[config.mk]
export PLATFORM = sky130hd
export DESIGN_NAME = mig_block_responder
export DESIGN_NICKNAME = d
export VERILOG_FILES = /design/src/rtl/mig_block_responder_pkg.sv /design/src/rtl/mig_block_responder_sync_ff.sv /design/src/rtl/mig_block_responder.sv
export SDC_FILE = /design/constraint.sdc
export NUM_CORES = 1
export LEC_CHECK = 0
export CORE_AREA = 8 8 330 332
export DETAILED_ROUTE_END_ITERATION = 8
export DIE_AREA = 0 0 338 340
export GPL_TIMING_DRIVEN = 0
export SLEW_MARGIN = 0
export SYNTH_ARGS = -nofsm -noshare
export SYNTH_HDL_FRONTEND = slang
export SYNTH_SLANG_ARGS = --single-unit
[constraint.sdc]
create_clock -name ui_clk -period 29 [get_ports ui_clk]
set_input_delay 8.7 -clock ui_clk [delete_from_list [all_inputs] [get_ports ui_clk]]
set_output_delay 8.7 -clock ui_clk [all_outputs]
set_load 0.01 [all_outputs]
[src/rtl/mig_block_responder_pkg.sv]
// Shared definitions for the MIG block responder: FSM state encoding, MIG
// command codes and the cache block width.
package mig_block_responder_pkg;

  typedef enum logic [2:0] {
    ST_IDLE  = 3'd0,
    ST_WR0   = 3'd1,
    ST_WR1   = 3'd2,
    ST_RD0   = 3'd3,
    ST_RD1   = 3'd4,
    ST_RWAIT = 3'd5,
    ST_DONE  = 3'd6
  } state_t;

  localparam logic [2:0] MIG_CMD_WR = 3'b000;
  localparam logic [2:0] MIG_CMD_RD = 3'b001;
  localparam int         BLOCK_W    = 256;

  // The second beat of a block is addressed by the WR1/RD1 states.
  function automatic logic is_beat1(input state_t s);
    return (s == ST_WR1) || (s == ST_RD1);
  endfunction

endpackage

[src/rtl/mig_block_responder_sync_ff.sv]
// STAGES-deep flop chain bringing the requester's ram_en level into ui_clk.
module mig_block_responder_sync_ff #(
  parameter int STAGES = 2
) (
  input  logic ui_clk,
  input  logic rst,
  input  logic d,
  output logic q
);

  logic [STAGES-1:0] chain;

  always_ff @(posedge ui_clk) begin
    if (!rst) chain <= '0;
    else      chain <= {chain[STAGES-2:0], d};
  end

  assign q = chain[STAGES-1];

endmodule

[src/rtl/mig_block_responder.sv]
// Converts one 256-bit block request (4-phase ram_en/ram_rdy) into two 128-bit
// MIG app transactions. Optional debug ports under MIG_RESPONDER_DBG_EN.
module mig_block_responder
  import mig_block_responder_pkg::*;
#(
  parameter int SYNC_STAGES = 2,
  parameter int APP_ADDR_W  = 27,
  parameter int BEAT_W      = 128
) (
  input  logic                  ui_clk,
  input  logic                  rst,
  input  logic                  ram_en,
  input  logic                  ram_write,
  input  logic [29:0]           ram_addr,
  input  logic [BLOCK_W-1:0]    data_to_ram,
  output logic                  ram_rdy,
  output logic [BLOCK_W-1:0]    block_from_ram,
  input  logic                  init_calib_complete,
  output logic [APP_ADDR_W-1:0] app_addr,
  output logic [2:0]            app_cmd,
  output logic                  app_en,
  input  logic                  app_rdy,
  output logic [BEAT_W-1:0]     app_wdf_data,
  output logic [BEAT_W/8-1:0]   app_wdf_mask,
  output logic                  app_wdf_wren,
  output logic                  app_wdf_end,
  input  logic                  app_wdf_rdy,
  input  logic [BEAT_W-1:0]     app_rd_data,
  input  logic                  app_rd_data_valid
`ifdef MIG_RESPONDER_DBG_EN
  ,
  output logic [2:0]            ddr_ctrl_status,
  output logic [15:0]           xfer_count
`endif
);

  state_t            state, state_next;
  logic              en_sync;
  logic              advance, wr_state, rd_window, rd_take, beat_sel;
  logic              cmd_done, dat_done;
  logic [1:0]        rd_cnt;
  logic [22:0]       blk_q;
  logic              write_q;
  logic [BLOCK_W-1:0] data_q;
  logic [BEAT_W-1:0] rd_lo;
  logic              unused_addr_bits;

  mig_block_responder_sync_ff #(.STAGES(SYNC_STAGES)) u_sync (
    .ui_clk (ui_clk),
    .rst    (rst),
    .d      (ram_en),
    .q      (en_sync)
  );

  always_ff @(posedge ui_clk) begin
    // NOTE: sequential state uses non-blocking (<=) so every flop samples pre-edge values.
    if (!rst) state <= ST_IDLE;
    else      state <= state_next;
  end

  always_comb begin
    // NOTE: defaults first, so no path through the case leaves a signal unassigned (no latch).
    state_next   = state;
    app_en       = 1'b0;
    app_wdf_wren = 1'b0;
    advance      = 1'b0;
    unique case (state)
      ST_IDLE: begin
        if (en_sync && init_calib_complete)
          state_next = ram_write ? ST_WR0 : ST_RD0;
      end
      ST_WR0, ST_WR1: begin
        // Command and data handshakes complete independently; move on once both have.
        app_en       = !cmd_done;
        app_wdf_wren = !dat_done;
        advance      = (cmd_done || app_rdy) && (dat_done || app_wdf_rdy);
        if (advance) state_next = (state == ST_WR0) ? ST_WR1 : ST_DONE;
      end
      ST_RD0, ST_RD1: begin
        app_en = 1'b1;
        if (app_rdy) state_next = (state == ST_RD0) ? ST_RD1 : ST_RWAIT;
      end
      ST_RWAIT: begin
        if (rd_cnt == 2'd2) state_next = ST_DONE;
      end
      ST_DONE: begin
        if (!en_sync) state_next = ST_IDLE;
      end
      default: state_next = ST_IDLE;
    endcase
  end

  assign wr_state  = (state == ST_WR0) || (state == ST_WR1);
  assign rd_window = (state == ST_RD0) || (state == ST_RD1) || (state == ST_RWAIT);
  assign rd_take   = rd_window && app_rd_data_valid && (rd_cnt != 2'd2);
  assign beat_sel  = is_beat1(state);

  always_ff @(posedge ui_clk) begin
    if (!rst) begin
      cmd_done       <= 1'b0;
      dat_done       <= 1'b0;
      rd_cnt         <= 2'd0;
      blk_q          <= '0;
      write_q        <= 1'b0;
      block_from_ram <= '0;
    end else begin
      cmd_done <= wr_state && !advance && (cmd_done || app_rdy);
      dat_done <= wr_state && !advance && (dat_done || app_wdf_rdy);
      if (state == ST_IDLE && state_next != ST_IDLE) begin
        blk_q   <= ram_addr[25:3];
        write_q <= ram_write;
      end
      if (state == ST_IDLE)  rd_cnt <= 2'd0;
      else if (rd_take)      rd_cnt <= rd_cnt + 2'd1;
      // The visible block only changes when the whole new block has arrived.
      if (rd_take && rd_cnt == 2'd1) block_from_ram <= {app_rd_data, rd_lo};
    end
  end

  always_ff @(posedge ui_clk) begin
    // NOTE: pure data-holding registers carry no reset; they are always loaded before use.
    if (state == ST_IDLE && state_next != ST_IDLE) data_q <= data_to_ram;
    if (rd_take && rd_cnt == 2'd0) rd_lo <= app_rd_data;
  end

  assign ram_rdy          = (state == ST_DONE);
  assign app_cmd          = write_q ? MIG_CMD_WR : MIG_CMD_RD;
  assign app_addr         = APP_ADDR_W'({blk_q, beat_sel, 3'b000});
  assign app_wdf_data     = beat_sel ? data_q[BLOCK_W-1:BEAT_W] : data_q[BEAT_W-1:0];
  assign app_wdf_end      = app_wdf_wren;
  assign app_wdf_mask     = '0;
  assign unused_addr_bits = ^{ram_addr[29:26], ram_addr[2:0]};

`ifdef MIG_RESPONDER_DBG_EN
  assign ddr_ctrl_status = state;

  always_ff @(posedge ui_clk) begin
    if (!rst) xfer_count <= '0;
    else if (state != ST_DONE && state_next == ST_DONE) xfer_count <= xfer_count + 16'd1;
  end
`endif

endmodule
==> impl_metrics.toml <==
[status]
outcome = "finished clean"

[logic_synthesis]
synth_top_area_cell = "edfxtp_1"
synth_top_area_share_pct = 46.5
synthTopCellsByArea = "edfxtp_1, dfxtp_1, mux2i_1, nand2_1, mux2_1"
synthArstFlopShare_pct = 0
syn_inst = 1844
ys.flop_type = "edfxtp_1"
yosys_warnings = 0
synth_edf_count = 384
ys_ff_latch = 673
synth_cell_type_count = 39
synth_most_common_cell = "nand2_1"
avgSynthCellArea_um2 = 13.4
syn_area_um2 = 24800
synth.top_cells.by_count = "nand2_1, edfxtp_1, dfxtp_1"
yosysSeqAreaShare_pct = 69.8

[power_and_ir_drop]
p_switching_uw = 499
cellPowerDensity_nw_per_um2 = 59.0
combPwrFrac_pct = 7.9
seqPwrFrac_pct = 45.8
p_int_mw = 1.74
irDropWorstVdd_uv = 49.6
p_clk_share_pct = 46.3
leakage_nw = 12.8
p_sw_share_pct = 22.3

[die]
io_pins = 856
dieHeight_um = 340
start_util_pct = 23.8
placeableCoreArea_um2 = 104000
die_x_um = 338
core.rowCount = 119
die_area_um2 = 115000

[cts]
cts_tree = "yes"
cts_sinks = 673
cts.repair.resized = 0
clk_path_buf_depth = 3
clkSlewWorstSetupHoldPaths_ns = 0.06
root_buffer = "clkbuf_16"
numCtsBuffers = 78
h-tree-depth = 3
cts_hold_buf = 0
clock_latency_ns = 0.64
postCtsSetupRepairBufs = 0

[timing]
worst_hold_slack_ns = 0.443
fmax_mhz = 79.0
fin_tns_setup_ns = 0
slew_viol_final = 0
finalCritPeriodShare_pct = 43.7
setup_ws_ns = 16.34
tightest_slew_ns = 1.21
skew_ns = 0.0206
period_needed_ns = 12.66
setup_viol = 0
rsz0062_at_grt = "no"
hold_violations = 0
relSlewSlack_pct = 19.1

[final_layout]
drive_gt1_share_pct = 7.24
fin_cells = 4252
multiInputGateArea_um2 = 6750
syn2layout_area_growth_pct = 53.0
register_area_um2 = 17300
fillers = 10100
fin_util_pct = 36.5
finalNetCount = 3207

[setup_path]
cp_max_fo = 10
crit_buf_inv = 4
reg2regPathDepth = 8
cpMaxStageDelayCell = "a21oi_1"
rr_endpoint = "data_q[64]$_DFFE_PP_"
critPathTopFamily = "buffers and inverters"
cp.depth = 7
cpMostUsedCell = "buf_2"
cp.arrival_ns = 3.96
worstSetupPathType = "reg2out"
cpPeakStageDelay_ns = 0.75
crit_path_end = "app_wdf_data[53]"
rrSetupSlack_ns = 26.29
endpoint_kind = "primary output"
path_cells = "buf_2 -> nand2b_1 -> a21oi_1 -> buf_2 -> buf_2 -> mux2_1 -> clkdlybuf4s50_1"
start_kind = "flip-flop"
crit_required_ns = 20.30
rr_startpoint = "state[1]$_SDFF_PN0_"
startpoint = "state[1]$_SDFF_PN0_"

[place]
dp.cells = 4093
hpwlAfterDp_um = 78200
finalWeightedCongestion = 0.828
port_buffers = 826
post-place-ws_ns = 16.70

[drt]
first_pass_iters = 5
drt_iter0_markers = 887
routed_wirelength_um = 98600
viasPerCell = 4.13
ant_nets = 0
vias = 17600
drt-wirelength-per-cell_um = 23.2
drc = 0

[grt]
grt_pass1_wl_um = 135000
antenna_found_initial = 34
track_usage_pct = 16.4
grt-ovfl-total = 0
grt_pass1_vias = 18000
grt_max_degree = 61

[flow_run]
maxCapViolations = 0

[min_path]
hp-class = "reg2reg"
## cells by family after synthesis
logic type / Yosys count / synth area share [%]
mux: 385 / 16.2
buf+inv: 148 / 3.30
fa+ha+maj: 4 / 0.192
flops: 673 / 69.8
compound gates: 64 / 1.48
simple gates: 569 / 8.99
other cells: 1 / 0.0151
## worst reg2reg max path, delay by kind of cell, from the launching register on
kind,cells,cell delay [ns]
flops,1,0.31
buf+inv,6,1.45
simple gates,2,0.60
## how the worst min path moves through the flow
| stage | slack, ns | cells after the start | start | end |
|---|---|---|---|---|
| after floorplan | 0.41 | 1 | u_sync.chain[0]$_SDFF_PN0_ | u_sync.chain[1]$_SDFF_PN0_ |
| after global placement | 0.42 | 1 | u_sync.chain[0]$_SDFF_PN0_ | u_sync.chain[1]$_SDFF_PN0_ |
| after detailed placement | 0.43 | 1 | u_sync.chain[0]$_SDFF_PN0_ | u_sync.chain[1]$_SDFF_PN0_ |
| after CTS | 0.45 | 1 | u_sync.chain[0]$_SDFF_PN0_ | u_sync.chain[1]$_SDFF_PN0_ |
| after global routing | 0.46 | 1 | dat_done$_SDFF_PN0_ | cmd_done$_SDFF_PN0_ |
| final | 0.44 | 1 | u_sync.chain[0]$_SDFF_PN0_ | u_sync.chain[1]$_SDFF_PN0_ |
## cell type report
class,count,share of cell area (%)
diodes,15,0.0989
plain buffers,139,2.07
clock buffers,110,5.86
clock inverters,34,1.37
inverters,9,0.0890
multi-input cells,1043,17.8
flip-flops and latches,673,45.6
well taps,1391,4.59
repair buffers,838,22.5
## state kept, by name, indices dropped and copies added, names as in the netlist
register	flops
write_q	1
block_from_ram	256
state	3
dat_done	1
cmd_done	1
u_sync.chain	2
data_q	256
rd_cnt	2
blk_q	23
rd_lo	128
## power by group through the flow
stage	Clock, mW	Sequential, mW	Combinational (mW)
2_1_floorplan	0	1.05	0.0574
3_3_place_gp	0	1.05	0.176
5_1_grt	1.10	1.02	0.190
4_1_cts	1.07	1.02	0.181
3_5_place_dp	0	1.04	0.180
6_report	1.04	1.02	0.177
## layout by cell type (no fill, tap or decap), types with 3 or more instances in the layout
cell,count
edfxtp_1,384
mux2i_1,257
buf_12,7
mux2_1,128
nor4_1,3
nor2b_1,3
buf_4,37
clkbuf_16,79
nand3_1,27
nand2_1,517
clkinv_1,6
inv_1,7
a21oi_1,27
and2_1,3
o21ai_1,24
buf_2,16
buf_16,5
clkbuf_8,13
clkinvlp_4,3
clkinv_2,6
diode_2,15
nor2_1,3
ha_1,3
clkinv_8,4
clkbuf_1,90
buf_6,14
dfxtp_1,289
nand2b_1,6
clkdlybuf4s50_1,826
conb_1,21
bufinv_16,9
## metrics by stage
stage	area (µm²)	total power, mW
floorplan	24900	1.11
global placement	34900	1.23
detailed placement	35200	1.22
CTS	37900	2.27
global route	37900	2.32
finish	38000	2.24
## routing by layer
metal / routed length [µm] / GRT usage, % / up-vias / part of all wire (%)
li1: - / - / 8305 / -
met1: 36200 / 17.5 / 8494 / 37
met2: 51300 / 29.6 / 640 / 52
met3: 8960 / 5.99 / 123 / 9.1
met4: 2160 / 5.23 / 8 / 2.2
met5: 48 / 0 / - / 0.049
No activity file was read; power rests on OpenSTA's default activity.
